[src/rtl/fc_obuf_sched.sv]
// fc_obuf_sched: drains the CIM output buffers of a fully connected layer.
// For each output neuron it reads one word from every vertical tile of the
// neuron's tile column. It sums those words into an unsigned accumulator and
// presents the sum to the next layer through a valid/ready handshake.
//
// Handshake semantics: o_valid is raised with o_data once a sum is complete.
// Both stay unchanged until a cycle in which o_valid and i_next_ready are high
// together. That cycle is the transfer, and the block advances on the
// following edge. o_valid never drops without a transfer.
module fc_obuf_sched #(
    parameter int XBAR_SIZE      = 512,
    parameter int DATA_SIZE      = 8,
    parameter int OUTPUT_NEURONS = 10,
    parameter int V_CIM_TILES    = 8,
    parameter int H_CIM_TILES    = (OUTPUT_NEURONS * DATA_SIZE + XBAR_SIZE - 1) / XBAR_SIZE,
    parameter int OBUF_DATA_SIZE = 2 * DATA_SIZE + $clog2(XBAR_SIZE),
    localparam int ELEMS         = XBAR_SIZE / DATA_SIZE,
    localparam int ACC_SIZE      = OBUF_DATA_SIZE + $clog2(V_CIM_TILES),
    localparam int ADDR_W        = (ELEMS > 1) ? $clog2(ELEMS) : 1
) (
    input  logic                                                clk,
    input  logic                                                rst,
    input  logic                                                i_start,
    input  logic                                                i_cim_ready,
    output logic                                                o_ready,
    output logic [ADDR_W-1:0]                                   o_cim_rd_addr,
    input  logic [V_CIM_TILES*H_CIM_TILES*OBUF_DATA_SIZE-1:0]   i_data,
    output logic                                                o_valid,
    input  logic                                                i_next_ready,
    output logic [ACC_SIZE-1:0]                                 o_data,
    output logic                                                o_done,
    output logic [2:0]                                          o_dbg_state
);

    localparam int E_W = (OUTPUT_NEURONS > 1) ? $clog2(OUTPUT_NEURONS) : 1;
    localparam int V_W = (V_CIM_TILES > 1) ? $clog2(V_CIM_TILES) : 1;
    localparam int H_W = (H_CIM_TILES > 1) ? $clog2(H_CIM_TILES) : 1;

    localparam logic [E_W-1:0]    E_LAST = E_W'(OUTPUT_NEURONS - 1);
    localparam logic [V_W-1:0]    V_LAST = V_W'(V_CIM_TILES - 1);
    localparam logic [ADDR_W-1:0] A_LAST = ADDR_W'(ELEMS - 1);

    typedef enum logic [2:0] {
        IDLE     = 3'd0,
        WAIT_CIM = 3'd1,
        FETCH    = 3'd2,
        ACC      = 3'd3,
        OUT      = 3'd4,
        DONE     = 3'd5
    } state_t;

    state_t                  state;
    state_t                  state_nxt;
    logic [E_W-1:0]          e;
    logic [V_W-1:0]          v;
    logic [H_W-1:0]          h;
    logic [ACC_SIZE-1:0]     acc;
    logic [ACC_SIZE-1:0]     acc_sum;
    logic [OBUF_DATA_SIZE-1:0] tile_word;
    int                      tile_idx;

    // State register; reset aborts any pass in flight and returns to IDLE.
    always_ff @(posedge clk or negedge rst) begin
        if (!rst) begin
            state <= IDLE;
        end else begin
            state <= state_nxt;
        end
    end

    // Next-state decode. FETCH covers the one-cycle buffer read latency.
    // ACC spends one cycle per vertical tile.
    always_comb begin
        state_nxt = state;
        case (state)
            IDLE: begin
                if (i_start) begin
                    state_nxt = i_cim_ready ? FETCH : WAIT_CIM;
                end
            end
            WAIT_CIM: begin
                if (i_cim_ready) begin
                    state_nxt = FETCH;
                end
            end
            FETCH: begin
                state_nxt = ACC;
            end
            ACC: begin
                if (v == V_LAST) begin
                    state_nxt = OUT;
                end
            end
            OUT: begin
                if (i_next_ready) begin
                    state_nxt = (e == E_LAST) ? DONE : FETCH;
                end
            end
            DONE: begin
                state_nxt = IDLE;
            end
            default: begin
                state_nxt = IDLE;
            end
        endcase
    end

    // Select the word of tile (v,h) and form the running sum (zero-extended).
    always_comb begin
        tile_idx  = int'(v) * H_CIM_TILES + int'(h);
        tile_word = i_data[tile_idx*OBUF_DATA_SIZE +: OBUF_DATA_SIZE];
        acc_sum   = acc + ACC_SIZE'(tile_word);
    end

    // Datapath: element/tile/address bookkeeping, accumulation and the output register.
    always_ff @(posedge clk or negedge rst) begin
        if (!rst) begin
            e             <= '0;
            v             <= '0;
            h             <= '0;
            acc           <= '0;
            o_data        <= '0;
            o_cim_rd_addr <= '0;
        end else begin
            case (state)
                IDLE: begin
                    if (i_start) begin
                        e             <= '0;
                        h             <= '0;
                        o_cim_rd_addr <= '0;
                    end
                end
                FETCH: begin
                    acc <= '0;
                    v   <= '0;
                end
                ACC: begin
                    acc <= acc_sum;
                    if (v == V_LAST) begin
                        v      <= '0;
                        o_data <= acc_sum;
                    end else begin
                        v <= v + V_W'(1);
                    end
                end
                OUT: begin
                    // Advance to the next neuron. Wrapping the address moves to the next tile column.
                    if (i_next_ready && (e != E_LAST)) begin
                        e <= e + E_W'(1);
                        if (o_cim_rd_addr == A_LAST) begin
                            o_cim_rd_addr <= '0;
                            h             <= h + H_W'(1);
                        end else begin
                            o_cim_rd_addr <= o_cim_rd_addr + ADDR_W'(1);
                        end
                    end
                end
                default: begin
                end
            endcase
        end
    end

    // Status outputs decode directly from the state, so reset affects them immediately.
    always_comb begin
        o_ready     = (state == IDLE);
        o_valid     = (state == OUT);
        o_done      = (state == DONE);
        o_dbg_state = state;
    end

endmodule

[config.mk]
export PLATFORM = sky130hd
export DESIGN_NAME = fc_obuf_sched
export DESIGN_NICKNAME = d
export VERILOG_FILES = /design/src/rtl/fc_obuf_sched.sv
export SDC_FILE = /design/constraint.sdc
export NUM_CORES = 1
export LEC_CHECK = 0
export ABC_AREA = 1
export ABC_CLOCK_PERIOD_IN_PS = 4200
export CAP_MARGIN = 5
export CORE_AREA = 2 2 144 146
export CTS_BUF_LIST = sky130_fd_sc_hd__clkbuf_8
export DETAILED_ROUTE_END_ITERATION = 6
export DIE_AREA = 0 0 146 148
export DONT_BUFFER_PORTS = 1
export PLACE_DENSITY = 0.58
export SYNTH_ARGS = -nofsm -noshare
export SYNTH_HDL_FRONTEND = slang
export SYNTH_SLANG_ARGS = --single-unit
[constraint.sdc]
create_clock -name clk -period 4.2 [get_ports clk]
set_clock_uncertainty 0.05 [all_clocks]
set_input_delay 0.63 -clock clk [delete_from_list [all_inputs] [get_ports clk]]
set_output_delay 0.63 -clock clk [all_outputs]
set_load 0.005 [all_outputs]
==> results_dict.tcl, run 1 <==
set metrics [dict create \
    p_per_area_mw_per_mm2 978 \
    synthFlopType "dfrtp_1" \
    internal_power_mw 2.95 \
    track_usage_pct 22.6 \
    drive_gt1_share_pct 10.1 \
    worstPathRequired_ns 4.42 \
    min_period_ns 3.73 \
    syn_nets 1294 \
    dieArea_mm2 0.0216 \
    hold_violations 0 \
    synth_async_sr_flop_share_pct 100 \
    power_switching_mw 4.17 \
    clkTransAtPathRegs_ns 0.08 \
    cts_resized 0 \
    ys_ff_latch 73 \
    cts_sinks 73 \
    yosysWarningCount 0 \
    synth_cell_types 42 \
    power.share.clock_pct 6.9 \
    ctsRootBufferMaster "clkbuf_8" \
    ir_drop_mv 0.631 \
    whs_ns 0.0997 \
    nets 1271 \
    numCtsBuffers 9 \
    wl_per_cell_um 18.8 \
    die-height_um 148 \
    path_max_fanout 32 \
    core_mm2 0.0200 \
    grt.overflow.total 0 \
    final_max_slew_viol_count 0 \
    drtIter0Drc 536 \
    routed_via_density 5.30 \
    ant_nets 0 \
    worstMarginPinSlew_ns 0.670 \
    leakage_nw 3.62 \
    synth_cells 1056 \
    io_pins 245 \
    antenna_found_initial 2 \
    die_x_um 146 \
    fin_crit_sh_pct 88.9 \
    seq_power_share_pct 13.3 \
    cts_max_path_buffers 2 \
    relSlewSlack_pct 55.2 \
    setup_viol 0 \
    grt_max_degree 77 \
    clk_latency_ns 0.38 \
    syn_area_mm2 0.00686 \
    p_sw_share_pct 58.6 \
    hp-class "input port to async pin" \
    postCtsSetupBuffers 0 \
    start_util_pct 34.2 \
    tritoncts "done" \
    drt-pass1-iter-count 5 \
    cp-end-kind "register" \
    grt_pass1_wl_um 38000 \
    r2r_setup_slack_ns 0.47 \
    status "finished, final reports clean" \
    rsz0062_at_grt "false" \
    h-tree-depth 3 \
    io_buffers 0 \
    combPwrFrac_pct 79.8 \
    drc_errors 0 \
    totalNegativeSetupSlack_ns 0 \
    crit_type "register to register" \
    crit_arrival_ns 3.95 \
    synth_enable_flop_cells 0 \
    max_freq_mhz 268 \
    start_kind "register" \
    fill_cells 2260 \
    routed_wl_um 24700 \
    gp_congestion 0.932 \
    dp_hpwl_um 19500 \
    num_vias 6942 \
    grt_pass1_vias 6686 \
    maxCapViolations 0 \
    hold_buffers 1 \
    syn_avg_cell_area_um2 6.50 \
    area_growth_pct 6.18 \
    num_rows 52 \
    seq_area_frac_synth_pct 26.6 \
]
power by group through the flow:
stage | Sequential (mW) | Combinational [mW] | Clock [mW]
after floorplan | 0.927 | 4.14 | 0
after global placement | 0.960 | 5.58 | 0
after detailed placement | 0.958 | 5.63 | 0
after CTS | 0.948 | 5.66 | 0.501
after global routing | 0.968 | 6.35 | 0.536
final | 0.949 | 5.69 | 0.489
path summary, 6_finish.rpt:
check / start / end / depth (start not counted)
max in group asynchronous: rst / e[2] / 1
max reg2reg: v[0] / o_data[23] / 16
min reg2reg: acc[15] / acc[15] / 2
min in group clk: i_cim_ready / o_dbg_state[1] / 4
min: rst / acc[26] / 1
max: v[0] / o_data[23] / 16
layout by cell type (no fill, tap or decap), types with 2 or more instances in the layout:
cell type	instances
clkbuf_8	9
o31ai_1	4
nand3_1	60
inv_2	8
xor2_1	10
dfrtp_1	73
nor2_4	5
clkinv_2	5
nor2_2	2
o221a_2	43
o21ai_0	122
nor2_1	137
nor3_2	10
ha_1	31
a21oi_1	14
o22ai_1	2
nor3_1	17
buf_12	3
nand2_1	310
xnor2_1	7
a22o_1	4
nand3b_1	7
nand4_1	7
o21ai_1	8
o221a_1	5
buf_4	12
inv_1	105
and2_1	3
o21a_1	3
metrics by stage:
stage / instances / power [mW] / area (um^2) / utilization [%] / setup WS [ns]
CTS: 1308 / 7.11 / 7280 / 36.4 / 0.529
finish: 1309 / 7.12 / 7290 / 36.4 / 0.468
global route: 1309 / 7.85 / 7290 / 36.4 / 0.252
global placement: 1291 / 6.54 / 7100 / 35.4 / 0.610
floorplan: 1056 / 5.06 / 6860 / - / 1.13
detailed placement: 1291 / 6.59 / 7100 / 35.4 / 0.547
state kept, by name, indices dropped and copies added (netlist names):
| name | flops |
|---|---|
| o_data | 28 |
| h | 1 |
| e | 4 |
| o_cim_rd_addr | 6 |
| o_dbg_state | 3 |
| v | 3 |
| acc | 28 |
worst max-delay path, cell delays in order, from the launching register on:
cell	delay, ns
dfrtp_1	0.41
ha_2	0.20
ha_1	0.31
inv_2	0.12
buf_12	0.18
o21ai_0	0.19
o221a_2	0.32
nor3_1	0.37
ha_1	0.33
nand3_1	0.09
nand3_1	0.21
nand2_1	0.12
nand3_1	0.20
nand2_1	0.17
nand4_1	0.15
nand3_1	0.14
nand2_1	0.06
final cells by class:
type                    instances  area, um^2  share of cell area (%)
diodes                          1        2.50                  0.0343
clock buffers                   9         124                    1.70
clock inverters                 7        31.3                   0.429
inverters                     112         424                    5.82
multi-input cells             821        4360                    59.9
flip-flops and latches         73        1830                    25.1
well taps                     270         338                    4.64
repair buffers                 16         178                    2.44
cells in the mapped netlist, types with 3 or more instances:
master	number	area share, %
nor3_2	10	1.5
o21ai_1	8	0.58
xnor2_1	7	0.89
clkbuf_1	21	1.1
inv_1	102	5.6
and2_1	3	0.27
nand3b_1	7	0.77
nor2_4	5	0.82
nor2_1	137	7.5
a21oi_1	14	1.0
nand4_1	7	0.64
buf_6	4	0.66
nand2_1	310	17
clkbuf_2	4	0.29
o221a_2	43	7.1
o221a_1	5	0.82
dfrtp_1	73	27
o31ai_1	4	0.44
o21a_1	3	0.33
xor2_1	10	1.3
ha_1	32	5.8
buf_2	17	1.2
inv_2	8	0.44
nor3_1	17	1.2
o21ai_0	122	8.9
a22o_1	4	0.51
nand3_1	60	4.4
metal layers:
layer	track usage (%)	share of wire, %
met1	29.9	45
met2	37.5	47
met3	5.12	6.2
met4	6.17	2.0
met5	0	0.053
logic make-up after synthesis:
group	Yosys count	share of synthesized area, %
simple gates	563	34.9
compound gates	207	20.1
buf+inv	162	9.85
flops	73	26.6
fa+ha+maj	33	6.13
xor+xnor	18	2.41
No activity file was read; power rests on OpenSTA's default activity.
==> run 2, diff against run 1 <==
--- a/config.mk
+++ b/config.mk
@@ -13,7 +13,8 @@
 export DETAILED_ROUTE_END_ITERATION = 6
 export DIE_AREA = 0 0 146 148
 export DONT_BUFFER_PORTS = 1
-export PLACE_DENSITY = 0.58
+export PLACE_DENSITY = 0.57
+export SETUP_SLACK_MARGIN = 0.2
 export SYNTH_ARGS = -nofsm -noshare
 export SYNTH_HDL_FRONTEND = slang
 export SYNTH_SLANG_ARGS = --single-unit
==> results_dict.tcl, run 2 (synthesis gave the netlist of run 1 again) <==
set metrics [dict create \
    io_pins 245 \
    crit_type "register to register" \
    num_rows 52 \
    tritoncts "done" \
    leakage_nw 3.60 \
    start_kind "register" \
    crit_buf_inv 2 \
    p_sw_share_pct 58.2 \
    r2r_setup_slack_ns 0.51 \
    start_util_pct 34.2 \
    rsz0062_at_grt "false" \
    hp-class "input port to async pin" \
    num_vias 6911 \
    totalNegativeSetupSlack_ns 0 \
    routed_via_density 5.30 \
    cp_slowest_cell "dfrtp_1" \
    setup_viol 0 \
    top_regs "acc (28), o_data (28), o_cim_rd_addr (6)" \
    io_buffers 0 \
    ant_nets 0 \
    fin_crit_sh_pct 87.7 \
    placed_cell_area_mm2 0.00709 \
    area_growth_pct 6.16 \
    die-height_um 148 \
    grt_pass1_vias 6444 \
    reg2reg_depth 15 \
    drt-pass1-iter-count 5 \
    antenna_found_initial 0 \
    nets 1269 \
    layout_commonest_cell "nand2_1" \
    min_period_ns 3.69 \
    cts_max_path_buffers 2 \
    seq_power_share_pct 13.5 \
    crit_arrival_ns 3.94 \
    drtIter0Drc 447 \
    maxCapViolations 0 \
    hold_violations 0 \
    drive_gt1_share_pct 10.1 \
    max_freq_mhz 271 \
    worstMarginPinSlew_ns 0.733 \
    drc_errors 0 \
    dieArea_mm2 0.0216 \
    cp_slowest_stage_delay_ns 0.41 \
    worstPathRequired_ns 4.46 \
    routed_wl_um 23800 \
    die_x_um 146 \
    track_usage_pct 21.5 \
    gp_congestion 0.959 \
    cts_sinks 73 \
    h-tree-depth 3 \
    combPwrFrac_pct 79.2 \
    r2r_end "o_data[11]" \
    p_per_area_mw_per_mm2 970 \
    ir_drop_mv 0.588 \
    n_antenna_cell 0 \
    grt.overflow.total 0 \
    ctsRootBufferMaster "clkbuf_8" \
    clk_latency_ns 0.37 \
    wl_per_cell_um 18.2 \
    postCtsSetupBuffers 0 \
    internal_power_mw 2.96 \
    crit_family "simple AND/OR/NAND/NOR gates" \
    relSlewSlack_pct 51.1 \
    dp_hpwl_um 18800 \
    numCtsBuffers 9 \
    power.share.clock_pct 7.3 \
    final_area_mm2 0.00729 \
    final_max_slew_viol_count 0 \
    power_switching_mw 4.11 \
    grt_max_degree 101 \
    regToRegStartpoint "v[0]" \
    clkTransAtPathRegs_ns 0.09 \
    cp-end-kind "register" \
    core_mm2 0.0200 \
    path_max_fanout 18 \
    final_cell_mix "310 x nand2_1, 137 x nor2_1, 122 x o21ai_0" \
    grt_pass1_wl_um 36200 \
    status "finished, final reports clean" \
    cpMostUsedCell "nand3_1" \
    crit_chain "ha_2, ha_1, inv_4, buf_4, o21ai_0, o221a_2, nor3_1, ha_1, nand3_1, nand3_1, nand3_1, nand3b_1, xor2_1, nand2_1, nand2_1" \
    crit_cells 15 \
]
run 2: how the worst max path moves through the flow:
stage,startpoint,end,slack [ns]
floorplan,v[0],acc[23],1.13
global placement,v[0],o_data[11],0.48
detailed placement,v[0],o_data[11],0.45
CTS,v[0],o_data[11],0.45
global route,v[0],o_data[16],0.23
finish,v[0],o_data[11],0.51
run 2: layout make-up:
| type | instances | area (um^2) |
|---|---|---|
| multi-input combinational | 821 | 4360 |
| inverter | 112 | 427 |
| clock inverter | 5 | 31.3 |
| timing repair buffer | 14 | 163 |
| clock buffer | 10 | 138 |
| tap | 270 | 338 |
| sequential | 73 | 1830 |
| fill | 2204 | 12800 |
run 2: power groups by stage:
stage / combinational (mW) / clock, mW / sequential (mW)
6_report: 5.60 / 0.519 / 0.951
5_1_grt: 6.23 / 0.563 / 0.966
4_1_cts: 5.59 / 0.533 / 0.950
3_5_place_dp: 5.55 / 0 / 0.964
3_3_place_gp: 5.52 / 0 / 0.963
2_1_floorplan: 4.14 / 0 / 0.927
run 2: timing repair:
action	CTS	global route
endpoints found under the hold margin	73	0
gates resized for setup	0	2
endpoints found under the setup margin	0	7
hold buffers	1	0
run 2: per-stage QoR:
stage          utilization, %  setup WS, ns  hold slack [ns]  total power, mW  instances
3_5_place_dp             35.4         0.454            0.290             6.52       1289
2_1_floorplan               -          1.13            0.284             5.06       1056
5_1_grt                  36.4         0.229            0.112             7.76       1305
6_report                 36.4         0.515           0.0914             7.07       1305
4_1_cts                  36.3         0.446            0.105             7.07       1305
3_3_place_gp             35.4         0.481            0.289             6.48       1289
run 2: per-layer routing:
layer / track usage (%) / part of all wire (%) / routed length, um / vias to the layer above
met3: 4.60 / 6.4 / 1520 / 16
met1: 28.2 / 44 / 10500 / 3234
met4: 4.17 / 1.2 / 288 / 0
li1: - / - / - / 3439
met2: 36.7 / 48 / 11400 / 222
met5: 0 / 0 / 0 / -
